## src/rtl/mode_speed_ctrl.sv

```systemverilog
// Front-end control for the LED board: debounces the MODE button into a 2-bit mode code,
// synchronises the speed switches and divides the board clock into the LED step tick.
module mode_speed_ctrl #(
  parameter int unsigned CLK_HZ          = 50000000,
  parameter int unsigned DEBOUNCE_CYCLES = 1000000
) (
  input  logic       clk,
  input  logic       rst_n,
  input  logic       btn_mode_n,
  input  logic       clk_sw_1,
  input  logic       clk_sw_2,
  output logic [1:0] mode,
  output logic [1:0] speed_sel,
  output logic       tick
);

  localparam int unsigned DivW = (CLK_HZ > 1) ? $clog2(CLK_HZ) : 1;
  localparam int unsigned DbW  = $clog2(DEBOUNCE_CYCLES);

  localparam logic [DivW-1:0] LastHz1 = DivW'(CLK_HZ - 1);
  localparam logic [DivW-1:0] LastHz2 = DivW'(CLK_HZ / 2 - 1);
  localparam logic [DivW-1:0] LastHz4 = DivW'(CLK_HZ / 4 - 1);
  localparam logic [DbW-1:0]  DbLast  = DbW'(DEBOUNCE_CYCLES - 1);

  // Two-flop synchronisers
  logic       btn_meta_q, btn_sync_q;
  logic [1:0] sw_meta_q, sw_sync_q;

  always_ff @(posedge clk or negedge rst_n) begin
    if (!rst_n) begin
      btn_meta_q <= 1'b1;
      btn_sync_q <= 1'b1;
      sw_meta_q  <= 2'b00;
      sw_sync_q  <= 2'b00;
    end else begin
      btn_meta_q <= btn_mode_n;
      btn_sync_q <= btn_meta_q;
      sw_meta_q  <= {clk_sw_1, clk_sw_2};
      sw_sync_q  <= sw_meta_q;
    end
  end

  // Debounce and mode advance
  logic           btn_db_q, btn_db_d;
  logic [DbW-1:0] db_cnt_q, db_cnt_d;
  logic [1:0]     mode_q, mode_d;

  always_comb begin
    btn_db_d = btn_db_q;
    db_cnt_d = '0;
    if (btn_sync_q != btn_db_q) begin
      if (db_cnt_q == DbLast) begin
        btn_db_d = btn_sync_q;
      end else begin
        db_cnt_d = db_cnt_q + DbW'(1);
      end
    end
  end

  always_comb begin
    mode_d = mode_q;
    // Only the accepted press edge advances; release and hold do nothing.
    if (btn_db_q && !btn_db_d) begin
      mode_d = mode_q + 2'd1;
    end
  end

  always_ff @(posedge clk or negedge rst_n) begin
    if (!rst_n) begin
      btn_db_q <= 1'b1;
      db_cnt_q <= '0;
      mode_q   <= 2'b00;
    end else begin
      btn_db_q <= btn_db_d;
      db_cnt_q <= db_cnt_d;
      mode_q   <= mode_d;
    end
  end

  // Tick divider
  logic [DivW-1:0] div_q, div_d;
  logic [DivW-1:0] div_last;
  logic            tick_q, tick_d;
  logic            run_q;
  logic            speed_change;

  // speed_sel is about to take a new value on this edge.
  assign speed_change = (sw_meta_q != sw_sync_q);

  always_comb begin
    case (sw_sync_q)
      2'b01:   div_last = LastHz1;
      2'b10:   div_last = LastHz2;
      2'b11:   div_last = LastHz4;
      default: div_last = '0;
    endcase
  end

  always_comb begin
    div_d  = div_q + DivW'(1);
    tick_d = 1'b0;
    // run_q keeps the first cycle out of reset tick-free even at full speed.
    if (!run_q || speed_change) begin
      div_d  = '0;
      tick_d = 1'b0;
    end else if (sw_sync_q == 2'b00) begin
      div_d  = '0;
      tick_d = 1'b1;
    end else if (div_q == div_last) begin
      div_d  = '0;
      tick_d = 1'b1;
    end
  end

  always_ff @(posedge clk or negedge rst_n) begin
    if (!rst_n) begin
      div_q  <= '0;
      tick_q <= 1'b0;
      run_q  <= 1'b0;
    end else begin
      div_q  <= div_d;
      tick_q <= tick_d;
      run_q  <= 1'b1;
    end
  end

  assign mode      = mode_q;
  assign speed_sel = sw_sync_q;
  assign tick      = tick_q;

endmodule
```

## config.mk

```make
export PLATFORM = sky130hd
export DESIGN_NAME = mode_speed_ctrl
export DESIGN_NICKNAME = d
export VERILOG_FILES = /design/src/rtl/mode_speed_ctrl.sv
export SDC_FILE = /design/constraint.sdc
export NUM_CORES = 1
export LEC_CHECK = 0
export BUFFER_PORTS_ARGS = -buffer_cell sky130_fd_sc_hd__buf_2
export CAP_MARGIN = 40
export CORE_ASPECT_RATIO = 1.4
export CORE_MARGIN = 2
export CORE_UTILIZATION = 30
export DETAILED_ROUTE_END_ITERATION = 8
export HOLD_SLACK_MARGIN = 0.03
export SYNTH_ARGS = -nofsm -noshare
export SYNTH_HDL_FRONTEND = slang
export SYNTH_SLANG_ARGS = --single-unit
```

## constraint.sdc

```tcl
create_clock -name clk -period 6.6 [get_ports clk]
set_clock_uncertainty 0.2 [all_clocks]
set_input_delay 0.99 -clock clk [delete_from_list [all_inputs] [get_ports clk]]
set_output_delay 0.99 -clock clk [all_outputs]
set_load 0.005 [all_outputs]
```

==> flow_metrics.tcl, run 1 <==
set metrics [dict create \
    path_cells "inv_1 > ha_1 > or4_1 > nor4_1 > nand3_1 > o21ai_4 > nor2_1" \
    crit_slowest_cell "o21ai_4" \
    whs_path_depth 0 \
    post-cts-setup-buffers 0 \
    max_slew_margin_pct 52.84 \
    diodes 0 \
    via_per_inst 4.884 \
    rows 41 \
    numCtsBuffers 9 \
    status "finished clean" \
    drt_iter0_drc 124 \
    gr-total-overflow 0 \
    mappedNetlistNets 286 \
    criticalPathCategory "flip-flop to flip-flop" \
    drive_gt1_share_pct 13.38 \
    grt_usage_pct 11.91 \
    yosys_register_bits 57 \
    clock-sinks 57 \
    min_path_type "flip-flop to flip-flop" \
    avgRoutedWirePerCell_um 13.13 \
    fillCellCount 894 \
    cts_max_level 3 \
    power_frac_clock_pct 54.9 \
    synthTopCellsByArea "dfrtp_1 (49%), xor2_1 (8.2%), nor2_1 (7.9%)" \
    core_um2 8977 \
    pwr-share-seq_pct 42.0 \
    cts.clk_slew.worst_paths_ns 0.06 \
    cts_tree "yes" \
    io_pins 10 \
    start_util_pct 30.84 \
    ys_seq_area_share_pct 51.65 \
    top_usage_layer "met2" \
    dieArea_um2 10030 \
    p_sw_uw 197.0 \
    min_period_over_period_pct 41.59 \
    cts_root_buffer "clkbuf_16" \
    place_congestion 0.7699 \
    powerDensity_nw_per_um2 263.7 \
    met2_usage_pct 19.04 \
    multi_input_area_um2 1285 \
    area_growth_pct 17.17 \
    post-route-drc-count 0 \
    utilization_pct 36.14 \
    holdPathEnd "btn_sync_q" \
    placed_area_um2 2939 \
    synthCells 275 \
    routed_wl_um 5331 \
    combPwrFrac_pct 3.2 \
    grt_max_degree 58 \
    rsz0062_at_grt "no" \
    grt_pass1_wl_um 9487 \
    antenna_left 0 \
    via_count 1983 \
    final_cell_area_um2 3244 \
    worst_r2r_path_depth 7 \
    yosys.cell_types.count 33 \
    avgSynthCellArea_um2 10.07 \
    nets 305 \
    setup_violations 0 \
    finalSetupTns_ns 0 \
    reg2reg_to "div_q[19]" \
    endpoint_kind "flip-flop" \
    maxCapViolations 0 \
    clkLatencyLatePin_ns 0.33 \
    grt_pass1_vias 2047 \
    io_buffers 9 \
    holdBufCountCts 0 \
    fmax_ghz 0.3643 \
    crit_buf_inv 1 \
    cp.arrival_ns 2.73 \
    reg2reg_slack_ns 3.85 \
    dp_hpwl_um 3572 \
    register_area_um2 1430 \
    worst_setup_path_start_kind "flip-flop" \
    netlist_area_um2 2769 \
    firstDrtPassIters 4 \
    yosys.area.top_type "dfrtp_1" \
    max_stage_delay_ns 0.58 \
    cts_resized 0 \
    drv_slew 0 \
    hold_ws_ns 0.1542 \
    p_leak_nw 1.353 \
    die_x_um 85.20 \
    sw_frac_of_total_pct 23.03 \
    min_from "btn_meta_q" \
    worstMarginPinSlew_ns 0.7020 \
    die_y_um 117.7 \
    ys_warn_count 0 \
    p_int_uw 658.5 \
    synth_top_cell_area_share_pct 48.80 \
    reg2reg_from "speed_sel[0]" \
    met1_usage_pct 14.35 \
    cts_buffer_depth 2 \
    vdd_ir_drop_max_mv 0.1381 \
    path_delay_family "simple AND/OR/NAND/NOR gates" \
    power_uw 855.4 \
    min_period_ns 2.745 \
    antenna_found_initial 0 \
    grtUsageMet3_pct 3.086 \
    required_ns 6.59 \
    hold_viol_final 0 \
    crit_path_max_fanout 26 \
]
[final cells by class]
| cell class | instances | area share [%] |
|---|---|---|
| flip-flops and latches | 57 | 44.08 |
| multi-input cells | 208 | 39.61 |
| clock buffers | 9 | 6.942 |
| well taps | 107 | 4.126 |
| clock inverters | 7 | 2.468 |
| repair buffers | 12 | 2.083 |
| inverters | 6 | 0.6942 |
[per-layer routing]
metal	vias to the layer above	routed length, um
met5	-	0
met4	0	143
met3	12	207
met2	34	2649
met1	960	2330
li1	977	-
[worst reg2reg max path, stage by stage (launching register included)]
cell and delay (ns):
dfrtp_1 0.46, inv_1 0.10, ha_1 0.24, or4_1 0.42, nor4_1 0.29, nand3_1 0.18
o21ai_4 0.58, nor2_1 0.12
[cell usage in the layout, fill, tap and decap left out]
cell             count
a21oi_1              1
a22oi_1              2
a2bb2o_1             1
and3_1               8
and4_1               2
and4_2               1
buf_2               10
buf_4                1
bufinv_16            1
clkbuf_16            9
clkdlybuf4s18_2      1
clkinv_4             3
clkinvlp_4           2
conb_1               1
dfrtp_1             54
dfstp_2              3
ha_1                 6
inv_1                6
inv_6                1
mux2_2               1
nand2_1             15
nand3_1             26
nand4_1             13
nor2_1              58
nor2b_1              1
nor3_1               5
nor3b_1              1
nor4_1               6
nor4b_1              1
nor4bb_1             1
o21ai_4              1
o21ba_2              1
or2_2                1
or3_2                3
or3b_2               1
or4_1                3
xnor2_1             22
xor2_1              26
[registers in the layout (all words and copies together), names as in the netlist]
name        flops
mode            2
speed_sel       2
db_cnt_q       20
btn_sync_q      1
sw_meta_q       2
run_q           1
tick            1
btn_meta_q      1
div_q          26
btn_db_q        1
[cells in the mapped netlist]
library cell,count
nor4b_1,1
or2_2,1
nand2_1,15
nor3b_1,1
ha_1,6
nor4bb_1,1
buf_1,1
and3_1,8
a2bb2o_1,1
and4_1,2
a21oi_1,1
inv_1,6
nor2b_1,1
buf_2,1
nor2_1,58
xor2_1,26
dfrtp_1,54
nand4_1,13
dfstp_2,3
conb_1,1
nor4_1,6
buf_6,2
xnor2_1,22
or3b_2,1
or3_2,3
a22oi_1,2
o21ba_2,1
nor3_1,5
o21ai_4,1
nand3_1,26
and4_2,1
or4_1,3
mux2_2,1
[power groups by stage]
| stage | clock [mW] | combinational [mW] | sequential (mW) |
|---|---|---|---|
| floorplan | 0 | 0.0168 | 0.364 |
| global placement | 0 | 0.0279 | 0.365 |
| detailed placement | 0 | 0.0283 | 0.365 |
| CTS | 0.479 | 0.0284 | 0.359 |
| global route | 0.494 | 0.0324 | 0.360 |
| finish | 0.469 | 0.0272 | 0.359 |
[worst max-delay path by stage]
stage | to | startpoint | slack [ns] | cells past startpoint
after floorplan | div_q[22] | speed_sel[0] | 4.29 | 8
after global placement | div_q[6] | speed_sel[0] | 3.95 | 7
after detailed placement | div_q[8] | speed_sel[0] | 3.85 | 7
after CTS | div_q[19] | speed_sel[0] | 3.84 | 7
after global routing | div_q[19] | speed_sel[0] | 3.60 | 7
final | div_q[19] | speed_sel[0] | 3.85 | 7
[cell families after synthesis]
logic type,after synthesis,synth area share (%)
AND/OR/NAND/NOR,146,25.94
flip-flops,57,51.65
XOR/XNOR,48,15.18
buffers and inverters,10,1.943
adder cells (fa/ha/maj),6,2.711
AO/OA/AOI/OAI,6,2.033
other,1,0.1354
multiplexers,1,0.4067
[metrics by stage]
stage	cells	setup slack, ns
floorplan	275	4.286
global placement	388	3.950
detailed placement	390	3.845
CTS	406	3.837
global route	406	3.605
finish	406	3.855
Note: power is estimated with default switching activity, not from simulation.
==> inputs of run 2 (changes only) <==
Settings changed: ABC_AREA set to 1.
Clock period 6.6 ns to 2.3 ns, I/O delays scaled along.
==> flow_metrics.tcl, run 2 <==
set metrics [dict create \
    status "finished clean" \
    endpoint_kind "flip-flop" \
    cts_root_buffer "clkbuf_16" \
    min_path_type "flip-flop to flip-flop" \
    utilization_pct 35.57 \
    ys_seq_area_share_pct 41.40 \
    routed_wl_um 8151 \
    via_count 3001 \
    async_flop_share_pct 100.0 \
    dieArea_um2 12400 \
    fillCellCount 1197 \
    area_growth_pct 16.15 \
    via_per_inst 4.582 \
    stdcell_count 655 \
    rsz0062_at_grt "no" \
    crit_slowest_cell "dfrtp_1" \
    layout_commonest_cell "nand2_1" \
    ys_warn_count 0 \
    layout_setup_ws_ns 0.2323 \
    min_period_over_period_pct 89.90 \
    diodes 0 \
    worst_setup_path_start_kind "flip-flop" \
    cts_buffer_depth 2 \
    core_um2 11280 \
    synthCells 485 \
    ys.flop_type "dfrtp_1" \
    yosys_register_bits 57 \
    die_x_um 94.69 \
    maxCapViolations 0 \
    criticalPathCategory "flip-flop to flip-flop" \
    path_delay_family "simple AND/OR/NAND/NOR gates" \
    clkLatencyLatePin_ns 0.33 \
    crit_buf_inv 2 \
    grt_pass1_vias 3002 \
    io_buffers 9 \
    start_util_pct 30.62 \
    clock-sinks 57 \
    max_slew_margin_pct 60.06 \
    largest_reg_flops 26 \
    gr-total-overflow 0 \
    yosys.area.top_type "dfrtp_1" \
    max_stage_delay_ns 0.45 \
    dp_hpwl_um 6267 \
    die_y_um 131.0 \
    drv_slew 0 \
    antenna_found_initial 0 \
    grt_usage_pct 14.76 \
    min_period_ns 2.068 \
    cts_max_level 3 \
    place_congestion 0.9193 \
    post-route-drc-count 0 \
    grt_pass1_wl_um 13990 \
    path_cells "inv_2 > ha_1 > inv_2 > nand2_1 > o21ai_1 > nand2_1 > nor2_2 > nand3_2 > nand2_8 > nor2_1" \
    synthTopCellsByArea "dfrtp_1 (39%), nand2_1 (14%), nor2_1 (10%)" \
    numCtsBuffers 9 \
    antenna_left 0 \
    drt_iter0_drc 121 \
    top_register "div_q" \
    nets 517 \
    worstMarginPinSlew_ns 0.5992 \
    io_pins 10 \
    avgRoutedWirePerCell_um 12.44 \
    yosysMostFrequentCell "nand2_1" \
    firstDrtPassIters 5 \
    crit_path_max_fanout 23 \
    drive_gt1_share_pct 14.29 \
    synth_top_cell_area_share_pct 39.12 \
    reg_top3 "div_q: 26 flops, db_cnt_q: 20 flops" \
    cp.arrival_ns 2.08 \
    mappedNetlistNets 496 \
    required_ns 2.31 \
    cts.clk_slew.worst_paths_ns 0.05 \
    pre_cts_ws_ns 0.2041 \
    final_cell_mix "nand2_1 (130), nor2_1 (96), inv_1 (54), dfrtp_1 (54), nand3_1 (41)" \
    yosys.cell_types.count 27 \
    netlist_area_um2 3455 \
    fmax_ghz 0.4836 \
    grt_max_degree 33 \
    vdd_ir_drop_max_mv 0.3263 \
    p_leak_nw 1.802 \
    synth_common_cells "nand2_1 (130), nor2_1 (96), dfrtp_1 (54), inv_1 (54), nand3_1 (41)" \
    hold_viol_final 0 \
    powerDensity_nw_per_um2 626.6 \
    multi_input_area_um2 1752 \
    synth_edf_count 0 \
    cts_tree "yes" \
    setup_violations 0 \
    rows 46 \
    register_area_um2 1430 \
    finalSetupTns_ns 0 \
    dp.cells 635 \
    avgSynthCellArea_um2 7.123 \
]
## run 2: cell count changes after synthesis, sizes merged, moves of 8 or more
cell	change
and3	-8
xnor2	-19
nor2	+50
nand2	+122
o21ai	+10
inv	+57
nor3	+9
nand3	+23
xor2	-18
## run 2: logic make-up after synthesis
logic type / Yosys count / share of synthesized area, %
other: 1 / 0.1086
AND/OR/NAND/NOR: 326 / 42.77
buffers and inverters: 67 / 8.149
XOR/XNOR: 11 / 2.789
AO/OA/AOI/OAI: 17 / 2.608
adder cells (fa/ha/maj): 6 / 2.173
flip-flops: 57 / 41.40
## run 2: worst reg2reg max path, cell delays in order, from the launching register on
cell,delay [ns]
dfrtp_1,0.45
inv_2,0.08
ha_1,0.28
inv_2,0.17
nand2_1,0.07
o21ai_1,0.12
nand2_1,0.07
nor2_2,0.12
nand3_2,0.15
nand2_8,0.19
nor2_1,0.07
## run 2: what timing repair did
action                                  in CTS  in global routing
resized for setup                            0                  1
endpoints found under the hold margin       25                  0
endpoints found under the setup margin       0                  2
buffers inserted                             0                  0
hold buffers                                 4                  0
## run 2: layout make-up
type                    count  share of cell area, %
flip-flops and latches     57                  35.64
multi-input cells         361                  43.65
clock buffers              14                  6.829
repair buffers             14                  2.619
inverters                  63                  5.893
clock inverters             2                 0.8731
well taps                 144                  4.490
## run 2: final timing paths
| kind | depth (start not counted) | endpoint | startpoint | slack [ns] |
|---|---|---|---|---|
| max in group asynchronous | 3 | db_cnt_q[13] | rst_n | 0.96 |
| worst max register to register | 10 | div_q[23] | speed_sel[0] | 0.23 |
| worst min-delay path | 0 | btn_sync_q | btn_meta_q | 0.15 |
| min in group asynchronous | 2 | div_q[24] | rst_n | 0.36 |
| worst max-delay path | 10 | div_q[23] | speed_sel[0] | 0.23 |
| worst min register to register | 0 | btn_sync_q | btn_meta_q | 0.15 |
## run 2: metal layers
layer  global-route usage [%]  up-vias  routed length (um)
met1                    15.73     1389                3273
met4                    8.866        0                 401
met2                    26.66       38                4300
met3                    2.867       26                 176
met5                        0        -                   0
li1                         -     1548                   -
## run 2: through the flow
stage	total power [mW]	hold slack [ns]	instance area, um2
after floorplan	1.112	-0.1506	3455
after CTS	2.546	0.1559	4004
after global placement	1.152	0.1477	3655
after global routing	2.617	0.1578	4013
after detailed placement	1.155	0.1487	3655
final	2.514	0.1538	4013
## run 2: where the power goes
part	switching, mW	leakage (nW)	internal, mW
clock network	0.448	0.153	0.924
logic	0.0756	0.878	0.0369
registers	0.0110	0.771	1.02
total	0.535	1.80	1.98
==> inputs of run 3 (changes only) <==
Settings changed: CORE_UTILIZATION 30 to 45, SETUP_SLACK_MARGIN set to 0.5.
==> flow_metrics.tcl, run 3 (same netlist as run 2, synthesis figures left out) <==
set metrics [dict create \
    status "finished clean" \
    cts_max_level 3 \
    pwr-share-seq_pct 48.0 \
    p_leak_nw 1.822 \
    top_register "div_q" \
    cts.clk_slew.worst_paths_ns 0.07 \
    die_y_um 107.7 \
    clkLatencyLatePin_ns 0.35 \
    drive_gt1_share_pct 20.19 \
    setup_violations 0 \
    firstDrtPassIters 4 \
    antenna_left 0 \
    area_growth_pct 17.46 \
    cts_buffer_depth 2 \
    grt_pass1_wl_um 14040 \
    cts_root_buffer "clkbuf_8" \
    rows 37 \
    antenna_found_initial 0 \
    combPwrFrac_pct 7.1 \
    crit_slowest_cell "dfrtp_2" \
    gr-total-overflow 0 \
    required_ns 2.34 \
    path_cells "inv_2 > ha_4 > inv_4 > o21ai_2 > nand3_1 > nor2_2 > nand3_4 > nand2_4 > nor2_1" \
    grt_usage_pct 21.80 \
    place_congestion 0.9269 \
    maxCapViolations 0 \
    rsz0062_at_grt "yes" \
    min_period_over_period_pct 83.36 \
    powerDensity_nw_per_um2 528.1 \
    sw_frac_of_total_pct 23.86 \
    max_stage_delay_ns 0.40 \
    dieArea_um2 8404 \
    min_path_type "flip-flop to flip-flop" \
    core_um2 7407 \
    reg_top3 "div_q: 26 flops, db_cnt_q: 20 flops" \
    reg2reg_slack_ns 0.38 \
    avgRoutedWirePerCell_um 13.68 \
    io_pins 10 \
    power_frac_clock_pct 44.9 \
    io_buffers 9 \
    p_sw_uw 511.4 \
    power_mw 2.143 \
    min_from "btn_meta_q" \
    drv_slew 0 \
    dp_hpwl_um 6141 \
    die_x_um 78.05 \
    diodes 0 \
    finalSetupTns_ns 0 \
    worst_r2r_path_depth 9 \
    crit_path_max_fanout 6 \
    via_count 3126 \
    start_util_pct 46.64 \
    via_per_inst 5.026 \
    grt_max_degree 40 \
    p_int_mw 1.631 \
    worst_setup_path_start_kind "flip-flop" \
    vdd_ir_drop_max_mv 0.3716 \
    drt_iter0_drc 140 \
    clock-sinks 57 \
    fmax_ghz 0.5216 \
    layout_commonest_cell "nand2_1" \
    min_period_ns 1.917 \
    grt_pass1_vias 3033 \
    holdPathEnd "btn_sync_q" \
    hold_viol_final 0 \
    endpoint_kind "flip-flop" \
    criticalPathCategory "flip-flop to flip-flop" \
    cp.arrival_ns 1.96 \
    routed_wl_um 8508 \
    post-route-drc-count 0 \
    cts_tree "yes" \
    whs_path_depth 0 \
    final_cell_mix "nand2_1 (126), nor2_1 (92), dfrtp_1 (53)" \
    largest_reg_flops 26 \
    nets 531 \
    numCtsBuffers 9 \
    reg2reg_from "speed_sel[0]" \
    reg2reg_to "div_q[21]" \
]
==> run 3: cell count changes in the layout (fill, tap and decap cells not counted), sizes merged <==
cell    change
buf        +12
nand2       +2
clkinv      +1
clkbuf      -1
==> run 3: timing repair <==
action	4_1_cts	5_1_grt
cloned	2	0
resized for setup	16	16
buffers inserted	5	7
setup endpoints to repair	25	33
endpoints found under the hold margin	21	0
hold buffers	4	0
pin swaps	8	5
==> run 3: power by group through the flow <==
stage                     Clock, mW  Combinational, mW  Sequential, mW
after floorplan                   0             0.0706            1.04
after global placement            0              0.113            1.05
after detailed placement          0              0.115            1.05
after CTS                     0.981              0.141            1.03
after global routing           1.03              0.171            1.03
final                         0.963              0.152            1.03
==> run 3: how the worst max path moves through the flow <==
stage                 start         to  cells after the start
2_1_floorplan  speed_sel[1]   div_q[4]                     12
3_3_place_gp   speed_sel[1]  div_q[13]                     10
3_5_place_dp   speed_sel[1]  div_q[11]                     10
4_1_cts        speed_sel[0]  div_q[25]                     11
5_1_grt        speed_sel[0]   div_q[6]                      9
6_report       speed_sel[0]  div_q[21]                      9
==> run 3: through the flow <==
| step | setup slack, ns | hold slack, ns | cells | area, um2 | utilization (%) |
|---|---|---|---|---|---|
| after detailed placement | 0.2592 | 0.1309 | 588 | 3610 | 48.73 |
| final | 0.3828 | 0.1575 | 622 | 4058 | 54.78 |
| after global routing | 0.3016 | 0.1635 | 622 | 4058 | 54.78 |
| after CTS | 0.4059 | 0.1600 | 615 | 3950 | 53.33 |
| after global placement | 0.3101 | 0.1192 | 588 | 3610 | 48.73 |
| after floorplan | 0.5330 | -0.1506 | 485 | 3468 | - |
==> run 3: worst max-delay path, delay by kind of cell, from the launching register on <==
| family | cells | cell delay [ns] |
|---|---|---|
| simple gates | 5 | 0.67 |
| fa+ha+maj | 1 | 0.30 |
| compound gates | 1 | 0.12 |
| buf+inv | 2 | 0.11 |
| flops | 1 | 0.40 |
==> run 3: area by class of cell <==
cell class / instances / area, um2
Fill cell: 740 / 3349
Multi-Input combinational cell: 363 / 1858
Sequential cell: 57 / 1431
Inverter: 63 / 249.0
Timing Repair Buffer: 26 / 198.9
Clock buffer: 13 / 158.9
Tap cell: 97 / 121.4
Clock inverter: 3 / 40.04
==> run 3: per-layer routing <==
layer	track usage [%]	up-vias	wire length, um
met1	22.95	1449	3257
li1	-	1590	-
met5	0	-	0
met4	11.28	0	318
met2	41.26	59	4681
met3	3.272	28	251
